==> src/rtl/binary_div_pkg.sv <==
// binary_div_pkg
// Shared definitions for the sequential signed divider.
//   state_t / IDLE, CALC, FIX : FSM state encodings
//   MAX_W                     : widest operand the helpers handle
//   condNeg()                 : conditional two's-complement negate, used
//                               both for taking magnitudes and for the
//                               final sign fix
package binary_div_pkg;

  typedef logic [1:0] state_t;

  localparam state_t IDLE = 2'd0;
  localparam state_t CALC = 2'd1;
  localparam state_t FIX  = 2'd2;

  localparam int MAX_W = 64;

  // Callers zero-extend a WIDTH-bit value to MAX_W and truncate the result
  // back to WIDTH bits. The low WIDTH bits of a negation do not depend on
  // the discarded upper bits, so this serves any WIDTH up to MAX_W.
  function automatic logic [MAX_W-1:0] condNeg(input logic [MAX_W-1:0] v,
                                               input logic neg);
    return neg ? (~v + MAX_W'(1)) : v;
  endfunction

endpackage

==> src/rtl/binary_div_step.sv <==
// binary_div_step
// One combinational restoring-division step on unsigned magnitudes.
//   remIn_i   [WIDTH:0]   : partial remainder before the step
//   dvdBit_i              : next dividend bit shifted in at the LSB
//   dvsMag_i  [WIDTH-1:0] : divisor magnitude
//   remOut_o  [WIDTH:0]   : partial remainder after the step
//   qBit_o                : quotient bit produced by this step
module binary_div_step
  import binary_div_pkg::*;
#(
  parameter int WIDTH = 3
) (
  input  logic [WIDTH:0]   remIn_i,
  input  logic             dvdBit_i,
  input  logic [WIDTH-1:0] dvsMag_i,
  output logic [WIDTH:0]   remOut_o,
  output logic             qBit_o
);

  // The shift is formed one bit wider than the remainder register so that
  // the compare and subtract never lose a carry; the remainder is always
  // below the divisor between steps, so the result fits back in WIDTH+1.
  logic [WIDTH+1:0] shifted;

  assign shifted  = {remIn_i, dvdBit_i};
  assign qBit_o   = (shifted >= (WIDTH+2)'(dvsMag_i));
  assign remOut_o = qBit_o ? (WIDTH+1)'(shifted - (WIDTH+2)'(dvsMag_i))
                           : (WIDTH+1)'(shifted);

endmodule

==> src/rtl/binary_div_seq_bi.sv <==
// binary_div_seq_bi
// Sequential signed two's-complement divider (restoring, one quotient bit
// per cycle, then a sign-fix cycle). Quotient truncates toward zero; the
// remainder takes the dividend's sign.
//   clk, rst_n  : clock, asynchronous active-low reset
//   en          : global enable; every register holds while low
//   start       : request, accepted only in IDLE with en high
//   N, D        : signed dividend / divisor, captured on accepted start
//   Q, R        : registered signed quotient / remainder
//   busy        : operation in progress
//   done        : one enabled cycle pulse when Q/R/flags update
//   dbz, ovf    : divide-by-zero / overflow flags, held until next done
// Build option: define BINARY_DIV_EARLY_DBZ_EN to send a zero divisor
// straight from IDLE to FIX, skipping the CALC steps.
module binary_div_seq_bi
  import binary_div_pkg::*;
#(
  parameter int WIDTH = 3
) (
  input  logic             clk,
  input  logic             rst_n,
  input  logic             en,
  input  logic             start,
  input  logic [WIDTH-1:0] N,
  input  logic [WIDTH-1:0] D,
  output logic [WIDTH-1:0] Q,
  output logic [WIDTH-1:0] R,
  output logic             busy,
  output logic             done,
  output logic             dbz,
  output logic             ovf
);

  localparam int CW = $clog2(WIDTH);

  state_t           state_q, state_d;
  logic [CW-1:0]    cnt_q, cnt_d;
  logic [WIDTH-1:0] dvd_q, dvd_d;
  logic [WIDTH-1:0] dvs_q, dvs_d;
  logic [WIDTH:0]   rem_q, rem_d;
  logic [WIDTH-1:0] quot_q, quot_d;
  logic             signN_q, signN_d;
  logic             signD_q, signD_d;
  logic             dbzCap_q, dbzCap_d;
  logic             ovfCap_q, ovfCap_d;
  logic             pend_q, pend_d;
  logic [WIDTH-1:0] qOut_q, qOut_d;
  logic [WIDTH-1:0] rOut_q, rOut_d;
  logic             busy_q, busy_d;
  logic             done_q, done_d;
  logic             dbz_q, dbz_d;
  logic             ovf_q, ovf_d;

  logic [WIDTH-1:0] nMag, dMag;
  logic             dIsZero;
  logic [WIDTH:0]   stepRem;
  logic             stepQ;

  assign nMag    = WIDTH'(condNeg(MAX_W'(N), N[WIDTH-1]));
  assign dMag    = WIDTH'(condNeg(MAX_W'(D), D[WIDTH-1]));
  assign dIsZero = (D == '0);

  binary_div_step #(.WIDTH(WIDTH)) u_step (
    .remIn_i  (rem_q),
    .dvdBit_i (dvd_q[WIDTH-1]),
    .dvsMag_i (dvs_q),
    .remOut_o (stepRem),
    .qBit_o   (stepQ)
  );

  // Next-state logic. FIX writes the sign-corrected result back into the
  // quotient/remainder registers and raises pend; the following enabled
  // edge copies it to the outputs with done. That extra stage lets a new
  // start be accepted on the same edge the previous result is published.
  always_comb begin
    state_d  = state_q;
    cnt_d    = cnt_q;
    dvd_d    = dvd_q;
    dvs_d    = dvs_q;
    rem_d    = rem_q;
    quot_d   = quot_q;
    signN_d  = signN_q;
    signD_d  = signD_q;
    dbzCap_d = dbzCap_q;
    ovfCap_d = ovfCap_q;
    pend_d   = 1'b0;
    qOut_d   = qOut_q;
    rOut_d   = rOut_q;
    dbz_d    = dbz_q;
    ovf_d    = ovf_q;
    busy_d   = (state_q != IDLE);
    done_d   = 1'b0;

    if (pend_q) begin
      qOut_d = quot_q;
      rOut_d = rem_q[WIDTH-1:0];
      dbz_d  = dbzCap_q;
      ovf_d  = ovfCap_q;
      done_d = 1'b1;
    end

    case (state_q)
      IDLE: begin
        if (start) begin
          signN_d  = N[WIDTH-1];
          signD_d  = D[WIDTH-1];
          dvd_d    = nMag;
          dvs_d    = dMag;
          rem_d    = '0;
          quot_d   = '0;
          cnt_d    = CW'(WIDTH - 1);
          dbzCap_d = dIsZero;
          ovfCap_d = (N == {1'b1, {(WIDTH-1){1'b0}}}) && (D == '1);
`ifdef BINARY_DIV_EARLY_DBZ_EN
          // The remainder of a divide by zero is the dividend itself, so
          // the magnitude is loaded directly and FIX applies the sign.
          if (dIsZero) begin
            rem_d   = {1'b0, nMag};
            state_d = FIX;
          end else begin
            state_d = CALC;
          end
`else
          state_d  = CALC;
`endif
        end
      end
      CALC: begin
        rem_d  = stepRem;
        quot_d = {quot_q[WIDTH-2:0], stepQ};
        dvd_d  = {dvd_q[WIDTH-2:0], 1'b0};
        cnt_d  = cnt_q - CW'(1);
        if (cnt_q == '0) begin
          state_d = FIX;
        end
      end
      FIX: begin
        quot_d  = dbzCap_q ? '1
                           : WIDTH'(condNeg(MAX_W'(quot_q), signN_q ^ signD_q));
        rem_d   = {1'b0, WIDTH'(condNeg(MAX_W'(rem_q[WIDTH-1:0]), signN_q))};
        pend_d  = 1'b1;
        state_d = IDLE;
      end
      default: begin
        state_d = IDLE;
      end
    endcase
  end

  // All state, including the done pulse, freezes while en is low.
  always_ff @(posedge clk or negedge rst_n) begin
    if (!rst_n) begin
      state_q  <= IDLE;
      cnt_q    <= '0;
      dvd_q    <= '0;
      dvs_q    <= '0;
      rem_q    <= '0;
      quot_q   <= '0;
      signN_q  <= 1'b0;
      signD_q  <= 1'b0;
      dbzCap_q <= 1'b0;
      ovfCap_q <= 1'b0;
      pend_q   <= 1'b0;
      qOut_q   <= '0;
      rOut_q   <= '0;
      busy_q   <= 1'b0;
      done_q   <= 1'b0;
      dbz_q    <= 1'b0;
      ovf_q    <= 1'b0;
    end else if (en) begin
      state_q  <= state_d;
      cnt_q    <= cnt_d;
      dvd_q    <= dvd_d;
      dvs_q    <= dvs_d;
      rem_q    <= rem_d;
      quot_q   <= quot_d;
      signN_q  <= signN_d;
      signD_q  <= signD_d;
      dbzCap_q <= dbzCap_d;
      ovfCap_q <= ovfCap_d;
      pend_q   <= pend_d;
      qOut_q   <= qOut_d;
      rOut_q   <= rOut_d;
      busy_q   <= busy_d;
      done_q   <= done_d;
      dbz_q    <= dbz_d;
      ovf_q    <= ovf_d;
    end
  end

  assign Q    = qOut_q;
  assign R    = rOut_q;
  assign busy = busy_q;
  assign done = done_q;
  assign dbz  = dbz_q;
  assign ovf  = ovf_q;

endmodule

==> config.mk <==
export PLATFORM = sky130hd
export DESIGN_NAME = binary_div_seq_bi
export DESIGN_NICKNAME = d
export VERILOG_FILES = /design/src/rtl/binary_div_pkg.sv /design/src/rtl/binary_div_step.sv /design/src/rtl/binary_div_seq_bi.sv
export SDC_FILE = /design/constraint.sdc
export NUM_CORES = 1
export LEC_CHECK = 0
export CAP_MARGIN = 0
export CELL_PAD_IN_SITES_DETAIL_PLACEMENT = 1
export CELL_PAD_IN_SITES_GLOBAL_PLACEMENT = 2
export CORE_UTILIZATION = 38
export DETAILED_ROUTE_END_ITERATION = 12
export PLACE_DENSITY = 0.95
export SYNTH_ARGS = -nofsm -noshare
export SYNTH_HDL_FRONTEND = slang
export SYNTH_SLANG_ARGS = --single-unit
==> constraint.sdc <==
create_clock -name clk -period 2.65 [get_ports clk]
set_clock_uncertainty 0.1 [all_clocks]
set_input_delay 0.3975 -clock clk [delete_from_list [all_inputs] [get_ports clk]]
set_output_delay 0.3975 -clock clk [all_outputs]
set_load 0.02 [all_outputs]
---- Word-level counts from Yosys, hierarchy flattened ----
Cells that the tools add are included.
storage, ports and cells
  register bits ........................... 32
  logic and storage cells ................. 71
  output and inout bits ................... 10
cells by class
  order comparisons ....................... 1
  bitwise gates (word level) .............. 5
  add/subtract/negate cells ............... 6
  multiplexer cells ....................... 19
  equality and inequality tests ........... 8
  reductions and logical operators ........ 14
operator list
  cell                                            number
  2-to-1 mux 3 bit                                7
  adder 3 x 1 -> 3 bit (second input constant)    4
  inverter 3 bit                                  4
  case mux 4 bit (3 select lines)                 1
  AND reduction 3 bit                             4
  case mux 3 bit (3 select lines)                 1
  2-to-1 mux 4 bit                                2
  case mux 2 bit (2 select lines)                 2
  AND reduction 4 bit                             2
  == test 3 bit (second input constant)           2
  2-to-1 mux 2 bit                                3
  != test 2 bit (second input constant)           3
  case mux 3 bit (2 select lines)                 1
  greater-or-equal comparator 5 x 3 -> 1 bit      1
  logical NOT 2 bit                               2
  nonzero test 2 bit                              2
  subtractor 4 x 3 -> 4 bit                       1
  logical NOT 3 bit                               1
  != test 3 bit (second input constant)           1
  nonzero test 3 bit                              1
  == test 2 x 1 -> 1 bit (second input constant)  1
  == test 2 bit (second input constant)           1
  2-to-1 mux 1 bit                                2
  AND reduction 2 bit                             1
  3 further kinds                                 3

---- Depth between registers and ports, before layout ----
Gate-level depths: netlist of run 1.
  depth in word-level cells ............... 5
  gate-level depth with buffers ........... 7

---- Hierarchy ----
A second synthesis of run 1 with hierarchy kept.
second synthesis, totals
  cell total of the unflattened synthesis .. 176
  area, all modules ....................... 1761.7 µm²
modules (own cells, without submodules)
  module             cells each  area each (µm²)  times used
  binary_div_seq_bi  156         1584.0           1
  binary_div_step    20          177.7            1

---- Least setup slack after synthesis of run 1 ----
Ideal clock, no wire load.
  path type ............................... reg2reg
  start ................................... reg state_q[0]
  end ..................................... reg rem_q[1]
  slack ................................... 0.866 ns
  required time ........................... 2.463 ns
  period minus slack after synthesis ...... 1.784 ns
  data arrival time ....................... 1.597 ns
  cell stages (with the launch flop) ...... 7
  cells stage by stage .................... dfrtp_1 > inv_1 > ha_1 > nor2b_1 > a2111oi_2 > nand2b_1 > o211ai_1
on the way
  cells in the longest elaborated chain, start to end .. 3
  elaborated cells on any way between the ends .. 8
RTL lines
  what                                                                         RTL line                  source
  start, declared                                                              binary_div_seq_bi.sv:36   state_t state_q, state_d;
  start signal, assigned                                                       binary_div_seq_bi.sv:171  state_q <= state_d;
  == test 2 bit (tied with other cells)                                        binary_div_seq_bi.sv:102  case (state_q)
  != test 2 bit (no source line) / nonzero test 3 bit (equally long branches)  --
  AND reduction 4 bit (no source line)                                         --
  end signal, assigned                                                         binary_div_seq_bi.sv:175  rem_q <= rem_d;
  end, declared                                                                binary_div_seq_bi.sv:40   logic [WIDTH:0] rem_q, rem_d;
Several ways; a longest one is shown, not always the timed one.
A chain may end at the register's enable or synchronous reset.

---- Final worst setup path of run 1 ----
Same ends and word-level chain as after synthesis.

==> flow_summary.ini, run 1 <==
[outcome]
outcome = complete, no violations

[final_layout]
antenna_cells = 0
drive_above_1_share_pct = 8.25
design_area_mm2 = 0.00212
fill_cells = 516
area_growth_syn_to_layout_pct = 17.8
fin_nets = 229

[cts]
hold_buffers = 0
ctsResizeCount = 0
clkLatencyLatePin_ps = 290
cts_buffer_depth = 2
h-tree-depth = 2
cts_sinks = 32
clk_pin_slew_worst_paths_ps = 60
cts_setup_buffers = 0
cts-root-buf = clkbuf_8
cts_made_buffers = 5
cts_tree = yes

[logic_synthesis]
synth-adder-area-share_pct = 10.1
ys_seq_elements = 32
async_flop_share_pct = 100
yosysSeqAreaShare_pct = 44.4
synth_top_family_by_area = compound AO/OA/AOI/OAI gates
synth_edf_count = 0
ys_warn_count = 0
netlist_top_cells_count = dfrtp_1, o21ai_0, inv_1, nand2_1, ha_1
yosys.area_share.simple_pct = 13.9
synth_xor_area_share_pct = 1.94
synth_area_mm2 = 0.00180
synth_cell_types = 38
avgSynthCellArea_um2 = 9.85
yosys.area.top_type = dfrtp_1
synth-compound-area-share_pct = 17.2
synthMuxAreaShare_pct = 5.97
syn-instance-count = 183
synthFlopType = dfrtp_1
synth_area_leaders = dfrtp_1, ha_1, o21ai_0
synth.most_common_cell = dfrtp_1
synth_top_area_share_pct = 44.4
synthesis.nets = 207

[floorplan]
initial_utilization_pct = 40.6
rows = 24
die_area_mm2 = 0.00502
ios = 20
die_y_um = 70.9
fp.dieW_um = 70.9
coreArea_mm2 = 0.00444

[flow_run]
drv_cap = 0

[sta]
max_freq_mhz = 487
worst_pin_slew_ps = 571
hold_viol = 0
setup_ws_ps = 595
final.period_utilization_pct = 77.5
slew_headroom_pct = 61.8
tns_ps = 0
setup_violations = 0
rsz0062_at_grt = no
period_minus_slack_ps = 2050
drv_slew = 0

[route]
drt-total-wl_mm = 3.77
drtIter0Drc = 95
dr_total_vias = 1364
drcViolationCount = 0
viasPerCell = 5.29
drtAntennaViolNets = 0
wire_per_inst_um = 14.6
drtPass1Iterations = 4

[setup_path]
startpoint_type = register
cp_max_fo = 7
cp.arrival_ps = 2160
endpoint_kind = register
critPathKind = register to register
worstPathRequired_ps = 2760

[grt]
grt_max_degree = 33
grt_use_total_pct = 17.6
grt_first_pass_wirelength_mm = 6.74
grt_pass1_vias = 1396
grt_remaining_overflow = 0
antenna_found_initial = 0

[min_path]
hp-class = register to register

[power]
peakVddDrop_mv = 0.422
p_leak_nw = 0.941
p_per_area_mw_per_mm2 = 1130
p_clk_share_pct = 16.3
seqPwrFrac_pct = 34.0
pwr-share-comb_pct = 49.7
swShare_pct = 42.5
intPower_mw = 1.38
switchingPower_mw = 1.02

[place]
dp_worst_setup_slack_ps = 392
hpwlAfterDp_mm = 2.83
io_buffers = 19
placed_cell_area_mm2 = 0.00203
gp_congestion = 0.888
## power by group through the flow
| stage | registers [mW] | logic [mW] | clock network, mW |
|---|---|---|---|
| 2_1_floorplan | 0.846 | 0.806 | 0 |
| 3_3_place_gp | 0.814 | 1.16 | 0 |
| 3_5_place_dp | 0.824 | 1.20 | 0 |
| 4_1_cts | 0.816 | 1.20 | 0.402 |
| 5_1_grt | 0.841 | 1.36 | 0.420 |
| 6_report | 0.813 | 1.19 | 0.391 |
## through the flow
| step | power, mW | cells | utilization (%) | hold slack [ps] |
|---|---|---|---|---|
| after floorplan | 1.65 | 183 | - | 1.91 |
| after global placement | 1.97 | 250 | 45.7 | 360 |
| after detailed placement | 2.02 | 250 | 45.7 | 369 |
| after CTS | 2.42 | 258 | 47.8 | 384 |
| after global routing | 2.62 | 258 | 47.8 | 396 |
| final | 2.39 | 258 | 47.8 | 378 |
## cells by family (layout without fill, tap and decap cells)
group | after synthesis | in the layout
compound gates | 47 | 47
xor+xnor | 4 | 4
fa+ha+maj | 14 | 14
buf+inv | 27 | 50
flops | 32 | 32
mux | 10 | 10
simple gates | 49 | 49
## routing by layer
| layer | track usage, % | up-vias | part of all wire, % |
|---|---|---|---|
| li1 | - | 678 | - |
| met2 | 28.1 | 31 | 48 |
| met4 | 7.33 | 0 | 1.6 |
| met1 | 22.7 | 648 | 46 |
| met3 | 4.56 | 7 | 4.5 |
| met5 | 0 | - | 0 |
## worst max-delay path, cell delays in order (launching register included)
cell and delay, ps:
dfrtp_1 380, inv_1 100, ha_1 310, nor2b_1 230, a2111oi_2 590, nand2b_1 110
o211ai_1 170
## layout make-up
cell class,instances,area [µm²],area share [%]
sequential,32,801,37.7
timing repair buffer,20,198,9.31
tap,52,65.1,3.06
clock buffer,8,90.1,4.24
inverter,22,82.6,3.89
multi-input combinational,124,887,41.8
## layout by cell type (no fill, tap or decap), drive strengths merged
cell type,netlist,routed
buf,3,1
clkbuf,2,8
o22ai,2,2
xnor2,3,3
nand2b,6,6
nor2b,1,1
o211ai,4,4
clkdlybuf4s50,0,19
a21boi,2,2
nand2,22,22
and3,2,2
or4bb,1,1
a21oi,7,7
nand4,5,5
mux2,6,6
a311oi,1,1
ha,13,13
o41ai,1,1
o22a,1,1
o21ai,23,23
dfrtp,32,32
nand3,3,3
a31oi,1,1
and2,2,2
inv,22,22
a211oi,1,1
nor2,3,3
a32o,1,1
xor2,1,1
a32oi,1,1
or3,1,1
o221a,1,1
a2111oi,1,1
fa,1,1
mux2i,4,4
nand3b,1,1
nor3,2,2
## sequential cells by signal, indices dropped and copies added (netlist names), 2 cells and up
name,flops
rem_q,4
Q,3
R,3
dvd_q,3
dvs_q,3
quot_q,3
cnt_q,2
state_q,2
## path summary, 6_finish.rpt
kind | slack, ps | startpoint | to | depth (start not counted)
max | 600 | state_q[0] | rem_q[1] | 6
min | 380 | R[1] | R[1] | 2
max reg2reg | 600 | state_q[0] | rem_q[1] | 6
min reg2reg | 380 | R[1] | R[1] | 2
max in group asynchronous | 1740 | rst_n | dvs_q[1] | 2
min in group asynchronous | 410 | rst_n | Q[0] | 2
Power figures use the tool's default switching activity.
==> inputs of run 2 (changes only) <==
Settings changed: CORE_UTILIZATION 38 to 35, PLACE_DENSITY 0.95 to 0.9.
Clock period 2.65 ns to 2.05 ns, I/O delays scaled along.
==> flow_summary.ini, run 2 (synthesized netlist as in run 1, its figures left out) <==
[outcome]
outcome = complete, no violations

[grt]
grt_use_total_pct = 17.4
antenna_found_initial = 0
grt_max_degree = 33
grt_pass1_vias = 1500
grt_remaining_overflow = 0
grt_first_pass_wirelength_mm = 7.09

[sta]
slew_headroom_pct = 67.2
hold_viol = 0
period_minus_slack_ps = 1930
final.period_utilization_pct = 94.3
setup_violations = 0
max_freq_mhz = 517
worst_pin_slew_ps = 492
setup_ws_ps = 116
drv_slew = 0
rsz0062_at_grt = no

[final_layout]
fin_nets = 238
multi_input_area_um2 = 900
antenna_cells = 0
largest_reg_flops = 4
fill_cells = 566
drive_above_1_share_pct = 13.0
register_area_um2 = 801
final_cell_mix = dfrtp_1, o21ai_0, inv_1, nand2_1, clkdlybuf4s50_1
largest_register = rem_q
utilization_pct = 45.9
final_common_cell = dfrtp_1
layoutNonFillerInstCount = 282
area_growth_syn_to_layout_pct = 23.4

[floorplan]
initial_utilization_pct = 37.2
rows = 25
die_y_um = 73.8
coreArea_mm2 = 0.00485
ios = 20
fp.dieW_um = 73.8
die_area_mm2 = 0.00544

[power]
peakVddDrop_mv = 0.456
intPower_mw = 1.89
pwr-share-comb_pct = 52.6
p_per_area_mw_per_mm2 = 1470
seqPwrFrac_pct = 32.0
swShare_pct = 42.1
p_total_mw = 3.26
p_leak_nw = 0.990
switchingPower_mw = 1.37
p_clk_share_pct = 15.4

[place]
hpwlAfterDp_mm = 3.08
dp_worst_setup_slack_ps = -132
io_buffers = 19
gp_congestion = 0.814
place_inst = 274

[flow_run]
drv_cap = 0

[min_path]
hp-class = primary input to asynchronous set/reset pin

[route]
drcViolationCount = 0
drtAntennaViolNets = 0
drt-total-wl_mm = 4.06
drtPass1Iterations = 4
wire_per_inst_um = 14.4
drtIter0Drc = 46
dr_total_vias = 1412
viasPerCell = 5.01

[setup_path]
reg2regPathDepth = 5
critPathKind = register to register
worstPathRequired_ps = 2100
critical_path.cell_chain = ha_1 > and3_1 > or3_1 > o21ai_0 > a31oi_1
cp-startpoint = rem_q[1]
r2r_slack_ps = 120
reg2reg_from = rem_q[1]
cp.arrival_ps = 1990
slowest_delay_ps = 440
startpoint_type = register
endpoint_kind = register
cp_slowest_cell = dfrtp_1
cp_max_fo = 5
r2r-end = quot_q[0]

[cts]
cts_buffer_depth = 2
cts_tree = yes
cts_setup_buffers = 0
h-tree-depth = 2
hold_buffers = 0
cts_sinks = 32
clk_pin_slew_worst_paths_ps = 70
cts-root-buf = clkbuf_8
clkLatencyLatePin_ps = 290
cts_made_buffers = 5
run 2: worst max path at each step:
| stage | to | slack, ps | cells past startpoint |
|---|---|---|---|
| final | quot_q[0] | 120 | 5 |
| after global routing | rem_q[1] | 40 | 6 |
| after CTS | quot_q[0] | 100 | 5 |
| after detailed placement | rem_q[1] | -130 | 5 |
| after global placement | rem_q[1] | -30 | 5 |
| after floorplan | rem_q[1] | 270 | 6 |
run 2: area by class of cell:
class | count | share of cell area (%)
clock buffer | 6 | 3.71
multi-input combinational | 124 | 40.4
timing repair buffer | 29 | 11.9
sequential | 32 | 36.0
tap | 67 | 3.77
inverter | 22 | 3.71
clock inverter | 2 | 0.450
run 2: timing repair:
item                                    CTS  global route
endpoints found under the hold margin     0             0
endpoints found under the setup margin    1             0
gates resized for setup                   1             0
run 2: per-stage QoR:
step	hold WS (ps)	TNS, ps	instance area (µm²)
after global routing	364	0	2220
after CTS	332	0	2220
after detailed placement	370	-259	2120
after floorplan	-88.1	0	1800
final	319	0	2220
after global placement	360	-40.1	2120
run 2: worst max-delay path: cells and delay by family, from the launching register on:
family | cells | cell delay [ps]
and+or+nand+nor | 2 | 580
DFF | 1 | 440
adders and majority gates | 1 | 350
AOI/OAI and AO/OA | 2 | 320
run 2: power groups by stage:
stage          registers (mW)  clock network, mW  logic, mW
5_1_grt                  1.08              0.542       1.91
2_1_floorplan            1.09                  0       1.04
4_1_cts                  1.05              0.521       1.73
3_5_place_dp             1.06                  0       1.69
6_report                 1.04              0.502       1.72
3_3_place_gp             1.04                  0       1.65
run 2: metal layers:
layer,track usage (%),wire [µm]
met2,30.2,2000
met5,0,0
met4,5.98,51
met1,21.2,1900
met3,3.84,108
==> inputs of run 3 (changes only) <==
Settings changed: ABC_CLOCK_PERIOD_IN_PS set to 2050.
==> results of run 3 <==
Same layout as run 2: the final DEF is identical, and so are final timing and power.
